$ cat src/rtl/decode_stage.sv
// RV32I decode stage: fetch handshake, register-file read, field/immediate decode, and a
// registered decode packet whose operands track writebacks while the packet is stalled.
module decode_stage #(
  parameter int XLEN = 32
) (
  input  logic            clk,
  input  logic            rst,
  input  logic            instr_valid_i,
  output logic            instr_ready_o,
  input  logic [31:0]     instr_i,
  input  logic [XLEN-1:0] pc_i,
  input  logic            flush_i,
  output logic [4:0]      rf_rs1_addr_o,
  output logic [4:0]      rf_rs2_addr_o,
  output logic            rf_re_o,
  input  logic [XLEN-1:0] rf_rs1_data_i,
  input  logic [XLEN-1:0] rf_rs2_data_i,
  input  logic            wb_we_i,
  input  logic [4:0]      wb_rd_addr_i,
  input  logic [XLEN-1:0] wb_data_i,
  output logic            id_valid_o,
  input  logic            id_ready_i,
  output logic [XLEN-1:0] id_pc_o,
  output logic [XLEN-1:0] id_rs1_o,
  output logic [XLEN-1:0] id_rs2_o,
  output logic [XLEN-1:0] id_imm_o,
  output logic [4:0]      id_rd_addr_o,
  output logic            id_we_rd_o,
  output logic [3:0]      id_op_o,
  output logic [2:0]      id_funct3_o,
  output logic            id_funct7b5_o,
  output logic            id_illegal_o
);

  localparam logic [6:0] OPC_OP     = 7'b0110011;
  localparam logic [6:0] OPC_OPIMM  = 7'b0010011;
  localparam logic [6:0] OPC_LOAD   = 7'b0000011;
  localparam logic [6:0] OPC_STORE  = 7'b0100011;
  localparam logic [6:0] OPC_BRANCH = 7'b1100011;
  localparam logic [6:0] OPC_JAL    = 7'b1101111;
  localparam logic [6:0] OPC_JALR   = 7'b1100111;
  localparam logic [6:0] OPC_LUI    = 7'b0110111;
  localparam logic [6:0] OPC_AUIPC  = 7'b0010111;
  localparam logic [6:0] OPC_FENCE  = 7'b0001111;
  localparam logic [6:0] OPC_SYSTEM = 7'b1110011;

  localparam logic [3:0] CLS_OP     = 4'd0;
  localparam logic [3:0] CLS_OPIMM  = 4'd1;
  localparam logic [3:0] CLS_LOAD   = 4'd2;
  localparam logic [3:0] CLS_STORE  = 4'd3;
  localparam logic [3:0] CLS_BRANCH = 4'd4;
  localparam logic [3:0] CLS_JAL    = 4'd5;
  localparam logic [3:0] CLS_JALR   = 4'd6;
  localparam logic [3:0] CLS_LUI    = 4'd7;
  localparam logic [3:0] CLS_AUIPC  = 4'd8;
  localparam logic [3:0] CLS_FENCE  = 4'd9;
  localparam logic [3:0] CLS_SYSTEM = 4'd10;
  localparam logic [3:0] CLS_ILL    = 4'd15;

  localparam logic [6:0] F7_ZERO = 7'b0000000;
  localparam logic [6:0] F7_ALT  = 7'b0100000;

  logic            w_adv;
  logic            w_accept;
  logic            w_stall;
  logic [6:0]      w_opc;
  logic [2:0]      w_f3;
  logic [6:0]      w_f7;
  logic [4:0]      w_rd;
  logic [31:0]     w_imm_i;
  logic [31:0]     w_imm_s;
  logic [31:0]     w_imm_b;
  logic [31:0]     w_imm_u;
  logic [31:0]     w_imm_j;
  logic [3:0]      w_cls;
  logic [XLEN-1:0] w_imm;
  logic            w_known;
  logic            w_use_rs1;
  logic            w_use_rs2;
  logic            w_wr;
  logic            w_bad_fn;
  logic            w_illegal;
  logic            w_we_rd;

  logic            r_valid;
  logic [XLEN-1:0] r_pc;
  logic [XLEN-1:0] r_imm;
  logic [4:0]      r_rd;
  logic            r_we_rd;
  logic [3:0]      r_op;
  logic [2:0]      r_f3;
  logic            r_f7b5;
  logic            r_illegal;
  logic [1:0][4:0]      r_rs_addr;
  logic [1:0][XLEN-1:0] w_rf_data;
  logic [1:0][XLEN-1:0] w_rs_out;

  assign w_adv         = ~r_valid | id_ready_i;
  assign instr_ready_o = w_adv & ~flush_i;
  assign rf_re_o       = w_adv | flush_i;
  assign w_accept      = instr_valid_i & instr_ready_o;
  assign w_stall       = r_valid & ~id_ready_i;

  assign w_opc = instr_i[6:0];
  assign w_f3  = instr_i[14:12];
  assign w_f7  = instr_i[31:25];
  assign w_rd  = instr_i[11:7];

  assign w_imm_i = {{20{instr_i[31]}}, instr_i[31:20]};
  assign w_imm_s = {{20{instr_i[31]}}, instr_i[31:25], instr_i[11:7]};
  assign w_imm_b = {{19{instr_i[31]}}, instr_i[31], instr_i[7], instr_i[30:25], instr_i[11:8], 1'b0};
  assign w_imm_u = {instr_i[31:12], 12'b0};
  assign w_imm_j = {{11{instr_i[31]}}, instr_i[31], instr_i[19:12], instr_i[20], instr_i[30:21], 1'b0};

  always_comb begin
    w_cls     = CLS_ILL;
    w_known   = 1'b1;
    w_imm     = '0;
    w_use_rs1 = 1'b1;
    w_use_rs2 = 1'b0;
    w_wr      = 1'b0;
    w_bad_fn  = 1'b0;
    case (w_opc)
      OPC_OP: begin
        w_cls     = CLS_OP;
        w_use_rs2 = 1'b1;
        w_wr      = 1'b1;
        w_bad_fn  = ((w_f7 != F7_ZERO) && (w_f7 != F7_ALT)) ||
                    ((w_f7 == F7_ALT) && (w_f3 != 3'b000) && (w_f3 != 3'b101));
      end
      OPC_OPIMM: begin
        w_cls    = CLS_OPIMM;
        w_imm    = w_imm_i;
        w_wr     = 1'b1;
        w_bad_fn = ((w_f3 == 3'b001) && (w_f7 != F7_ZERO)) ||
                   ((w_f3 == 3'b101) && (w_f7 != F7_ZERO) && (w_f7 != F7_ALT));
      end
      OPC_LOAD: begin
        w_cls = CLS_LOAD;
        w_imm = w_imm_i;
        w_wr  = 1'b1;
      end
      OPC_STORE: begin
        w_cls     = CLS_STORE;
        w_imm     = w_imm_s;
        w_use_rs2 = 1'b1;
      end
      OPC_BRANCH: begin
        w_cls     = CLS_BRANCH;
        w_imm     = w_imm_b;
        w_use_rs2 = 1'b1;
      end
      OPC_JAL: begin
        w_cls     = CLS_JAL;
        w_imm     = w_imm_j;
        w_use_rs1 = 1'b0;
        w_wr      = 1'b1;
      end
      OPC_JALR: begin
        w_cls = CLS_JALR;
        w_imm = w_imm_i;
        w_wr  = 1'b1;
      end
      OPC_LUI: begin
        w_cls     = CLS_LUI;
        w_imm     = w_imm_u;
        w_use_rs1 = 1'b0;
        w_wr      = 1'b1;
      end
      OPC_AUIPC: begin
        w_cls     = CLS_AUIPC;
        w_imm     = w_imm_u;
        w_use_rs1 = 1'b0;
        w_wr      = 1'b1;
      end
      OPC_FENCE: begin
        w_cls = CLS_FENCE;
      end
      OPC_SYSTEM: begin
        w_cls = CLS_SYSTEM;
        w_imm = w_imm_i;
        w_wr  = 1'b1;
      end
      default: begin
        w_known = 1'b0;
      end
    endcase
  end

  assign w_illegal = (instr_i[1:0] != 2'b11) | ~w_known | w_bad_fn;
  assign w_we_rd   = w_wr & ~w_illegal & (w_rd != 5'd0);

  // Register-file ports are addressed straight from the fetched word so data lands with the packet.
  assign rf_rs1_addr_o = w_use_rs1 ? instr_i[19:15] : 5'd0;
  assign rf_rs2_addr_o = w_use_rs2 ? instr_i[24:20] : 5'd0;

  always_ff @(posedge clk or posedge rst) begin
    if (rst) begin
      r_valid   <= 1'b0;
      r_pc      <= '0;
      r_imm     <= '0;
      r_rd      <= '0;
      r_we_rd   <= 1'b0;
      r_op      <= '0;
      r_f3      <= '0;
      r_f7b5    <= 1'b0;
      r_illegal <= 1'b0;
      r_rs_addr <= '0;
    end else begin
      if (flush_i) begin
        r_valid <= 1'b0;
      end else if (w_adv) begin
        r_valid <= w_accept;
      end
      if (w_accept) begin
        r_pc         <= pc_i;
        r_imm        <= w_imm;
        r_rd         <= w_rd;
        r_we_rd      <= w_we_rd;
        r_op         <= w_illegal ? CLS_ILL : w_cls;
        r_f3         <= w_f3;
        r_f7b5       <= instr_i[30];
        r_illegal    <= w_illegal;
        r_rs_addr[0] <= rf_rs1_addr_o;
        r_rs_addr[1] <= rf_rs2_addr_o;
      end
    end
  end

  assign w_rf_data[0] = rf_rs1_data_i;
  assign w_rf_data[1] = rf_rs2_data_i;

  // Per-operand snoop: the RF holds its output during a stall, so writebacks to the
  // packet's sources are captured here instead. Flags drop whenever the packet moves on.
  generate
    for (genvar gi = 0; gi < 2; gi++) begin : g_snoop
      logic            r_ov_flag;
      logic [XLEN-1:0] r_ov_data;
      logic            w_hit;

      assign w_hit = w_stall & wb_we_i & (r_rs_addr[gi] != 5'd0) & (wb_rd_addr_i == r_rs_addr[gi]);

      always_ff @(posedge clk or posedge rst) begin
        if (rst) begin
          r_ov_flag <= 1'b0;
          r_ov_data <= '0;
        end else if (flush_i | w_adv) begin
          r_ov_flag <= 1'b0;
        end else if (w_hit) begin
          r_ov_flag <= 1'b1;
          r_ov_data <= wb_data_i;
        end
      end

      assign w_rs_out[gi] = r_ov_flag ? r_ov_data : w_rf_data[gi];
    end
  endgenerate

  assign id_valid_o    = r_valid;
  assign id_pc_o       = r_pc;
  assign id_rs1_o      = w_rs_out[0];
  assign id_rs2_o      = w_rs_out[1];
  assign id_imm_o      = r_imm;
  assign id_rd_addr_o  = r_rd;
  assign id_we_rd_o    = r_we_rd;
  assign id_op_o       = r_op;
  assign id_funct3_o   = r_f3;
  assign id_funct7b5_o = r_f7b5;
  assign id_illegal_o  = r_illegal;

endmodule

$ cat config.mk
export PLATFORM = sky130hd
export DESIGN_NAME = decode_stage
export DESIGN_NICKNAME = d
export VERILOG_FILES = /design/src/rtl/decode_stage.sv
export SDC_FILE = /design/constraint.sdc
export NUM_CORES = 1
export LEC_CHECK = 0
export CAP_MARGIN = 20
export CORE_UTILIZATION = 39
export CTS_BUF_LIST = sky130_fd_sc_hd__clkbuf_8
export CTS_CLUSTER_SIZE = 25
export DETAILED_ROUTE_END_ITERATION = 8
export GPL_TIMING_DRIVEN = 0
export PLACE_DENSITY = 0.83
export SYNTH_ARGS = -nofsm -noshare
export SYNTH_HDL_FRONTEND = slang
export SYNTH_SLANG_ARGS = --single-unit
$ cat constraint.sdc
create_clock -name clk -period 5.1 [get_ports clk]
set_input_delay 1.02 -clock clk [delete_from_list [all_inputs] [get_ports clk]]
set_output_delay 1.02 -clock clk [all_outputs]
set_load 0.05 [all_outputs]
==> Word level (Yosys, flattened, before mapping) <==
Index checks and enable logic that the tools add are counted.
{ "op_classes": {"n_addsub": 0, "mul": 0, "n_div": 0, "n_lt_le_gt_ge": 0, "eq_ne": 19, "n_shift": 0, "mux": 17, "bitwise": 20, "n_reduce_logical": 24} }
{ "op_table": {"columns": ["op", "count"], "rows": [
  ["one-hot mux 32 bit (5 select lines)", 1],
  ["2-to-1 mux 32 bit", 2],
  ["one-hot mux 4 bit (11 select lines)", 1],
  ["equality test 7 x 6 -> 1 bit (second input constant)", 4],
  ["equality test 7 bit (second input constant)", 4],
  ["nonzero test 5 bit", 3],
  ["equality test 7 x 5 -> 1 bit (second input constant)", 2],
  ["OR reduction 11 bit", 1],
  ["bitwise AND 1 bit", 10],
  ["equality test 5 bit", 2],
  ["2-to-1 mux 5 bit", 2],
  ["2-to-1 mux 1 bit", 9],
  ["OR reduction 8 bit", 1],
  ["equality test 7 x 2 -> 1 bit (second input constant)", 1],
  ["equality test 7 x 4 -> 1 bit (second input constant)", 1],
  ["!= test 7 x 6 -> 1 bit (second input constant)", 1],
  ["nonzero test 7 bit", 1],
  ["logical AND 1 bit", 6],
  ["NOT 1 bit", 6],
  ["nonzero test 2 bit", 3],
  ["OR reduction 3 bit", 2],
  ["2-to-1 mux 4 bit", 1],
  ["bitwise OR 1 bit", 4],
  ["AND reduction 2 bit", 2],
  ["9 further kinds", 10]
]} }
{ "word_totals": {"regBits": 156, "latch_bits": 0, "ramBits": 0, "rom_bits": 0, "in_bits": 171, "output_inout_bits": 156, "n_memories": 0} }

==> Longest topological paths before layout <==
Gate-level depths: netlist of run 1.
{ "logic_depth": {"word_depth": 9, "depth_mapped": 7, "mapped_depth_nobuf": 5} }

==> Worst setup path after synthesis of run 1 <==
No wires, ideal clock.
{ "synth_path": {"path_kind": "input port to output port", "startpoint": "input port instr_i[5]", "endpoint": "output port rf_rs2_addr_o[0]", "t_arrival_ps": 2259, "t_required_ps": 4080, "slack_ps": 1821, "stages": 4, "path_cell_list": "clkbuf_1 > clkbuf_1 > and4b_1 > and2_1"} }
{ "synth_between": {"elab_chain_cells": 4, "word_cells_on_any_way": 6, "classes_between": "eq/ne: 3; mux: 2; reduce/logical: 1"} }
{ "synth_lines": {"columns": ["element", "line", "source"], "rows": [
  ["start: declaration", "10", "input logic [31:0] instr_i,"],
  ["equality test 7 x 6 -> 1 bit / equality test 7 bit (equally long branches)", "123", "case (w_opc)"],
  ["OR reduction 3 bit (no source line) (*)", null, null],
  ["2-to-1 mux 1 bit (*)", "123", null],
  ["2-to-1 mux 5 bit (*)", "195", "assign rf_rs2_addr_o = w_use_rs2 ? instr_i[24:20] : 5'd0;"],
  ["end: declaration", "14", "output logic [4:0] rf_rs2_addr_o,"]
]} }
Every way passes the cells marked *; elsewhere a longest branch is shown, timed or not.

==> Worst setup path after layout of run 1 <==
{ "layout_path": {"startpoint": "input port instr_i[4]", "endpoint": "output port rf_rs1_addr_o[3]"} }
{ "layout_between": {"elab_chain_cells": 3, "word_cells_on_any_way": 5, "classes_between": "eq/ne: 3; mux: 1; reduce/logical: 1"} }
{ "layout_lines": {"columns": ["element", "line", "source"], "rows": [
  ["equality test 7 x 5 -> 1 bit, or another cell as far along", "123", null],
  ["OR reduction 3 bit (no source line) (*)", null, null],
  ["2-to-1 mux 5 bit (*)", "194", "assign rf_rs1_addr_o = w_use_rs1 ? instr_i[19:15] : 5'd0;"],
  ["end: declaration", "13", "output logic [4:0] rf_rs1_addr_o,"]
]} }
Marked as above.

==> results summary, run 1 <==
The static leakage power is 0.00503 µW. The internal portion of the total power is 2220 µW. Entering global routing, the biggest net connects 44 pins. TritonCTS built the clock tree. In this run the register-to-register setup slack is 2710 ps. The multi-input combinational cell area came out at 3250 µm². The floorplan die area is 19400 µm². The share of cells above drive strength 1 came out at 0.171. The kind of cell with the highest combined delay along the critical path is buffers and inverters. Of the total power, the share spent switching nets is 0.321.

The placeable core region came out at 18200 µm². The most used flip-flop cell after synthesis is dfrtp_1. The area added between synthesis and finish came out at 55.3%.

The worst setup path is captured at an output port. Yosys printed 0 warnings. For the pin with the worst max-slew slack, the measured transition is 780 ps. In the routed design, unresolved DRC markers number 50. Headroom to the max-slew limit came out at 0.479. The count of clock tree sinks came out at 156. The critical path startpoint category is an input pin. The detailed-route wire length per cell came out at 18.5 µm. For the worst setup path, the data required time is 4080 ps. Counting flops with a built-in enable in the synthesized netlist gives 0.

The number of antenna violations at the first check in global routing came out at 3. The mean cell area of the mapped netlist is 10.8 µm². The clock network latency to the later pin of the worst-skew pair is 440 ps. The final reports fail on DRC. Sorting the synthesized cells by how often they occur yields 163 x nand2_1, 156 x dfrtp_1, 134 x mux2_2, 36 x clkbuf_1, 35 x o21ai_0.

The number of input and output port buffers inserted is 325. Counting flops and latches in the post-synthesis netlist gives 156. Together, buffers and inverters on the worst path number 4. The via total after detailed routing is 6540. The number of max-cap violations is 0. The total negative setup slack came out at 0 ps.

The overall fraction of global-route tracks in use came out at 0.247. The boundary pin count came out at 327. The number of detailed-routing iterations run before antenna repair came out at 8. The critical path goes through clkdlybuf4s50_1 > clkbuf_1 > clkbuf_1 > nand2_1 > a21o_1 > and2_1 > clkdlybuf4s50_1. Clock skew on the completed layout was measured at 10.8 ps. The maximum resistive drop on vdd is 0.000236 V.

The cell count after synthesis is 678. The area share of the leading cell type in the synthesized netlist came out at 0.532. The combinational share of power came out at 0.261. The final max-slew violation count was 0. The sequential standard cell area came out at 3900 µm². Setup repair after global routing left no endpoint under its margin. The ratio of final minimum period to clock period came out at 0.925. The share of total power dissipated in sequential elements is 0.417.

The number of buffers inserted for hold repair after clock tree synthesis came out at 0. Summed over all nets, the switching power comes to 1050 µW. The most common cell in the synthesized netlist is nand2_1. Ranked by total cell area, the synthesized netlist is headed by dfrtp_1 53%, mux2_2 21%, nand2_1 8.3%.

The data arrival time at the worst-slack endpoint is 3700 ps. The cell type contributing the most total cell area after synthesis is dfrtp_1. No sink is reached through more buffers than the 2 on the longest clock path.

The clock transition at the register clock pins on the worst setup and hold paths after CTS is 80 ps. The largest driver fanout on the critical path is 10. The sequential cell area fraction in the yosys report is 0.532. CTS placed an instance of clkbuf_8 at the clock tree root. The post-synthesis cell type count is 44. The number of placement rows came out at 49. The final setup violation count came out at 0. Dividing total power by cell area gives a power density of 287 nW/µm². The number of DRC markers after the initial detailed-route iteration is 382. The final wirelength came out at 23.5 mm.

The starting density of the core came out at 0.403. The run finished, with violations left. The number of global-route vias before repair is 6656.

The minimum clock period after layout came out at 4720 ps. The total overflow left after global routing is 0. The count of instances resized after the clock tree is built is 0.

The min-delay analysis places its worst path in the category flop to flop. The highest clock frequency the design can meet came out at 212 MHz. The chip height is 139 µm. After filler insertion, the fill cell instance count of the layout stands at 1493. The detailed placer's ending HPWL came out at 18.3 mm. The final net count is 1196. The number of levels in the clock H-tree came out at 4. The chip width came out at 139 µm. The number of hold violations in the final report came out at 0. The number of nets handed over by synthesis was 849.

The critical path is of the input pin to output port type. The number of buffers created by CTS came out at 17. The number of vias per cell after detailed routing came out at 5.15. The share of synthesized flip-flops with an asynchronous set or reset is 1.00. The final weighted congestion in routability-driven placement is 0.943. The first global-routing pass estimated 36.9 mm of wire.

The worst hold slack across all endpoints came out at 478 ps. The synthesized netlist occupies a cell area of 7340 µm². The number of setup buffers added after CTS is 0. The peak per-stage delay on the critical path is 700 ps. On the critical path, the stage with the largest delay is an instance of clkdlybuf4s50_1. The share of total power dissipated in the clock network is 0.323. For this run, the share of the core covered by cells in the final layout is 0.626. The antenna violation net count after detailed routing is 0.
## metrics by stage
step | total power, µW | cell area [µm²] | worst slack [ps] | std cells
finish | 3270 | 11400 | 385 | 1269
global route | 3400 | 11400 | 271 | 1268
CTS | 3300 | 11400 | 426 | 1267
detailed placement | 2240 | 10900 | 430 | 1235
global placement | 2230 | 10900 | 439 | 1232
floorplan | 1860 | 7350 | 1820 | 678
## worst register-to-register path, stage by stage (launching register included)
cell      delay, ps
dfrtp_1         370
nor2b_1         160
nor2b_1         420
nand4_1         130
or4_1           410
clkbuf_1        200
buf_2           250
mux2_1          350
## final timing paths
check                                 from                      end  cells past startpoint
setup reg to reg                id_valid_o  g_snoop[0].r_ov_data[7]                      7
max in group asynchronous              rst             r_rs_addr[5]                      4
hold / removal             id_rd_addr_o[2]          id_rd_addr_o[2]                      2
min in group asynchronous              rst              id_pc_o[24]                      2
setup / recovery                instr_i[4]         rf_rs1_addr_o[3]                      7
hold reg to reg            id_rd_addr_o[2]          id_rd_addr_o[2]                      2
## power groups by stage
stage | Sequential (µW) | Combinational, µW | Clock [µW]
after floorplan | 1580 | 284 | 0
after global placement | 1380 | 841 | 0
after detailed placement | 1390 | 855 | 0
after CTS | 1360 | 858 | 1080
after global routing | 1370 | 897 | 1120
final | 1360 | 853 | 1060
## cell type report
class / instances / area share
Multi-Input combinational cell: 473 / 0.285
Timing Repair Buffer: 328 / 0.291
Sequential cell: 156 / 0.342
Buffer: 45 / 0.0156
Inverter: 4 / 0.00165
Clock inverter: 13 / 0.0167
Tap cell: 229 / 0.0251
Antenna cell: 2 / 0.000439
Clock buffer: 19 / 0.0229
## per-layer routing
layer	global-route usage	routed length [µm]	vias to the layer above
li1	-	-	3045
met1	0.281	8860	3143
met2	0.433	12100	313
met3	0.0760	2010	37
met4	0.0942	586	2
met5	0	16	-
## flip-flops by register name (all words and copies together), names as in the netlist
| name | cells |
|---|---|
| id_we_rd_o | 1 |
| id_op_o | 4 |
| id_pc_o | 32 |
| id_rd_addr_o | 5 |
| r_rs_addr | 10 |
| id_funct3_o | 3 |
| id_valid_o | 1 |
| id_illegal_o | 1 |
| g_snoop.r_ov_data | 64 |
| id_funct7b5_o | 1 |
| id_imm_o | 32 |
| g_snoop.r_ov_flag | 2 |
## cell families (layout without fill, tap and decap cells)
group,count (synthesis),after routing,share of synthesized area
flip-flops,156,156,0.532
XOR/XNOR,11,11,0.0131
other,0,2,0
AO/OA/AOI/OAI,96,96,0.0782
multiplexers,139,139,0.213
AND/OR/NAND/NOR,227,227,0.138
buffers and inverters,49,409,0.0262
## layout by cell type, fill, tap and decap left out, types with 4 or more instances in the layout
cell	synthesis	final
clkdlybuf4s50_1	0	325
nand2_1	163	163
dfrtp_1	156	156
mux2_2	134	134
clkbuf_1	36	36
o21ai_0	35	35
a21oi_1	31	31
clkbuf_8	0	19
and2_1	15	15
nor2_1	9	9
buf_2	7	7
nor2b_1	6	6
xor2_1	6	6
a22o_1	6	6
nor3_1	5	5
xnor2_1	5	5
or4_1	5	5
a22oi_1	5	5
nor4_1	4	4
mux2_1	4	4
inv_1	4	4
bufinv_16	0	4
(Power assumes the default switching activity.)
==> inputs of run 2 (changes only) <==
- ABC_AREA: unset -> 1
- CORE_UTILIZATION: 39 -> 40
==> run 2 against run 1 <==
Net effect:
- the flow now finishes without violations
- first-iteration DRC count fell by 3.9%
- wire length rose by 11%
- final cell count increased by 35%
- largest cell class unchanged
- synthesized cell count increased by 62%
- utilization grew 0.29 points
- synthesized area increased by 7.1%
- hold slack about the same
- register-to-register slack improved by 500 ps
- highest routed layer is now met4
- clock power about the same
- count of clock-buffer cells in the layout did not move
- die area is 4.3% higher
==> results summary, run 2 <==
Yosys instantiated no cell more often than nand2_1. The transition time at the pin with the least slew margin is 729 ps (-51.1 ps). The critical path in this run is classified as input pin to output port. The maximum resistive drop on vdd is 0.000213 V (-9.5%).

met2 is the most crowded layer. The largest driver fanout on the critical path came out at 5 (-5). The data arrival time at the worst-slack endpoint came out at 3610 ps (-90 ps).

In the synthesized netlist, the cells that appear most often are 596 x nand2_1, 156 x dfrtp_1, 80 x inv_1, 67 x nand3_1, 52 x o21ai_0. The cell count after synthesis is 1097 (+62%). The register-to-register path setup slack is 3210 ps (+500 ps). The number of hold violations in the final report came out at 0 (unchanged). The maximum clock insertion buffer count is 2 (unchanged). Leaving out fill and tap cells, the most frequent cells in the layout are 596 x nand2_1, 326 x clkdlybuf4s50_1, 156 x dfrtp_1. The flow ran to the end, and the final reports show no timing, DRC or antenna violations. The nature of the critical path endpoint is an output port.

The via total after detailed routing is 8264 (+26%). In this run the most critical hold path is launched from g_snoop[1].r_ov_data[2]. The total negative setup slack is 0 ps (unchanged). The peak per-stage delay on the critical path was 850 ps (+150 ps). Traced cell by cell, the critical path runs through clkdlybuf4s50_1 > nand2_2 > inv_1 > nand2_1 > nor3_1 > or2_4 > inv_2 > nor2_2 > clkdlybuf4s50_1. The number of input and output port buffers inserted was 326 (+0.31%). The cell count after placement is 1687 (+37%). TritonCTS built the clock tree. The chip height was 142 µm (+2.2%). The master of the slowest instance on the critical path is clkdlybuf4s50_1. The sum of overflow across all layers after global routing came out at 0 (unchanged). The boundary pin count is 327 (unchanged).

The placeable core region is 19000 µm² (+4.4%). The relative max-transition margin came out at 0.514 (+0.0351). The pin count of the biggest net entering global routing is 43 (-2.3%).

The number of detailed-routing iterations run before antenna repair is 5 (-3). The number of placement rows is 50 (+2.0%). The startpoint identified for the worst register-to-register timing path is id_valid_o.

The path class of the lowest-slack min-delay path is flop to flop. The chip width was 142 µm (+2.2%). The required time of the critical path came out at 4080 ps (about the same). The count of clock tree sinks was 156 (unchanged). The final wirelength came to 26.2 mm (+11%). The power density normalized to cell area came out at 279 nW/µm² (-2.8%). The detailed-route wire length per cell is 15.3 µm (-18%). The number of cells on the worst reg-to-reg path is 8 (+1).

The sequential cell area fraction in the yosys report is 0.496 (-0.0352). Setup repair after global routing left no endpoint under its margin. The number of max-cap violations came to 0 (unchanged). The synthesized net count came out at 1268 (+49%). The floorplan die area came out at 20200 µm² (+4.3%). The terminus of the critical flop-to-flop path is id_pc_o[27].

The clock network latency to the later pin of the worst-skew pair came out at 450 ps (about the same). After synthesis, the cell types taking the most area are dfrtp_1 50%, nand2_1 28%, nand3_1 4.3%. The ratio of final minimum period to clock period came out at 0.908 (-0.0170). The global-route met2 utilization was 0.446 (+0.0126). The count of instances resized after the clock tree is built is 0 (unchanged). The number of global-route vias before repair came out at 7886 (+18%). The DRC violation count after routing is 0 (-100%). The number of vias per cell after detailed routing is 4.81 (-6.6%).

The antenna cell count came out at 0 (-2). The clock share of power is 0.308 (-0.015). The overall fraction of global-route tracks in use is 0.263 (+0.0158). The number of flops mapped to enable cells by yosys is 0 (unchanged). The combinational share of power is 0.277 (+0.016). The number of instances on the worst hold path came out at 2 (unchanged).

The biggest area contributor in the post-synthesis netlist is dfrtp_1. The highest clock frequency the design can meet came out at 216 MHz (+1.9%). The number of flip-flops under the largest register name is 64 (unchanged).

The final worst clock skew is 13.3 ps (+2.53 ps). The mapped cell area is 7870 µm² (+7.1%). The number of antenna violations at the first check in global routing came out at 0 (-3).

The cell repeated most along the worst path is clkdlybuf4s50_1. The detailed placer's ending HPWL is 20.4 mm (+11%). The number of DRC markers after the initial detailed-route iteration came out at 367 (-3.9%). The final standard cell count with taps included and fillers excluded came to 1717 (+35%). The reported net switching power is 1110 µW (+5.4%). The critical path startpoint category is an input pin. The global-route wire length before repair came out at 40.5 mm (+9.7%). The final max-slew violation count is 0 (unchanged). The library cell used most frequently in the layout, excluding fill and tap cells, is nand2_1.

The area share of the leading cell type in the synthesized netlist is 0.496 (-0.0352). The final weighted congestion in routability-driven placement came out at 0.936 (-0.76%). The number of buffers inserted for hold repair after clock tree synthesis is 0 (unchanged). The number of levels in the clock H-tree is 4 (unchanged). The setup slack after placement came out at 576 ps (+146 ps). Counting flops per register, the top entry is g_snoop.r_ov_data. The routing usage on met3 is 0.0831 (+0.00706). In the synthesized netlist the dominant register cell turns out to be dfrtp_1. The post-synthesis cell type count is 29 (-34%).

The internal power component came out at 2230 µW (+0.34%). The final net count came out at 1617 (+35%). The clock transition at the register clock pins on the worst setup and hold paths after CTS is 80 ps (about the same). The static leakage power is 0.00627 µW (+25%).

The minimum clock period after layout is 4630 ps (-86.5 ps). The starting density of the core came out at 0.414 (+0.0102). The antenna violation net count after detailed routing is 0 (unchanged). The number of register bits inferred by synthesis is 156 (unchanged).

The cell sitting at the root of the clock tree is a clkbuf_8. The share of cells above drive strength 1 came out at 0.0673 (-0.103). The met1 track demand over resource in global routing is 0.294 (+0.0126). The share of synthesized flip-flops with an asynchronous set or reset came out at 1.00 (unchanged).

The number of buffers created by CTS is 17 (unchanged). The share of total power consumed by net switching came out at 0.332 (+0.0109). From synthesis to final layout, the design area changed by 52.2%.

The final setup violation count is 0 (unchanged). The number of warnings issued by yosys is 0 (unchanged). The relative contribution of sequential cells to total power is 0.415 (-0.002). The final worst slack is 471 ps (+86.5 ps). The number of buffers added for setup after CTS is 0 (unchanged). The mean cell area of the mapped netlist came out at 7.17 µm² (-34%).

The worst hold path terminates at g_snoop[1].r_ov_data[2].
run 2: cell types whose count changed in the layout (fill, tap and decap cells not counted), moves of 10 or more:
cell / delta
nand2_1: +433
mux2_2: -134
inv_1: +76
nand3_1: +64
a21oi_1: -27
nor2_1: +25
o21ai_0: +17
and2_1: -15
nand3_2: +10
run 2: metal layers:
metal  vias to the layer above  routed length (µm)
li1                       4049                   -
met1                      3763                9930
met2                       379               12600
met3                        73                2550
met4                         0                1130
met5                         -                   0
run 2: power groups by stage:
stage | Combinational (µW) | Sequential (µW) | Clock [µW]
4_1_cts | 932 | 1380 | 1050
3_3_place_gp | 911 | 1410 | 0
5_1_grt | 983 | 1400 | 1100
2_1_floorplan | 295 | 1630 | 0
3_5_place_dp | 929 | 1400 | 0
6_report | 925 | 1390 | 1030
run 2: cells by family after synthesis:
family                 synth area share
XOR/XNOR                        0.00334
buffers and inverters            0.0760
flip-flops                        0.496
AND/OR/NAND/NOR                   0.384
AO/OA/AOI/OAI                    0.0406
run 2: layout make-up:
cell class	instances	area (µm²)
buffer	52	268
clock buffer	19	262
fill	1678	7050
timing repair buffer	330	3340
multi-input combinational	801	3360
sequential	156	3900
clock inverter	11	169
inverter	88	334
tap	260	325
run 2: how the worst max path moves through the flow:
stage | startpoint | end | slack (ps) | cells after the start
global placement | instr_i[1] | rf_rs2_addr_o[1] | 540 | 9
floorplan | instr_i[6] | rf_rs2_addr_o[2] | 1730 | 6
global route | instr_i[1] | rf_rs2_addr_o[1] | 450 | 9
finish | instr_i[1] | rf_rs2_addr_o[1] | 470 | 9
CTS | instr_i[1] | rf_rs2_addr_o[1] | 570 | 9
detailed placement | instr_i[1] | rf_rs2_addr_o[1] | 580 | 9
run 2: worst max-delay path, delay by kind of cell:
| family | cells | cell delay [ps] |
|---|---|---|
| AND/OR/NAND/NOR | 5 | 1120 |
| buffers and inverters | 4 | 1460 |
run 2: metrics by stage:
step / total power [µW] / utilization / instance area, µm² / hold slack, ps
after floorplan: 1920 / - / 7870 / 442
after global placement: 2320 / 0.602 / 11500 / 452
after detailed placement: 2330 / 0.607 / 11500 / 458
after CTS: 3360 / 0.629 / 12000 / 479
after global routing: 3480 / 0.629 / 12000 / 499
final: 3340 / 0.629 / 12000 / 478
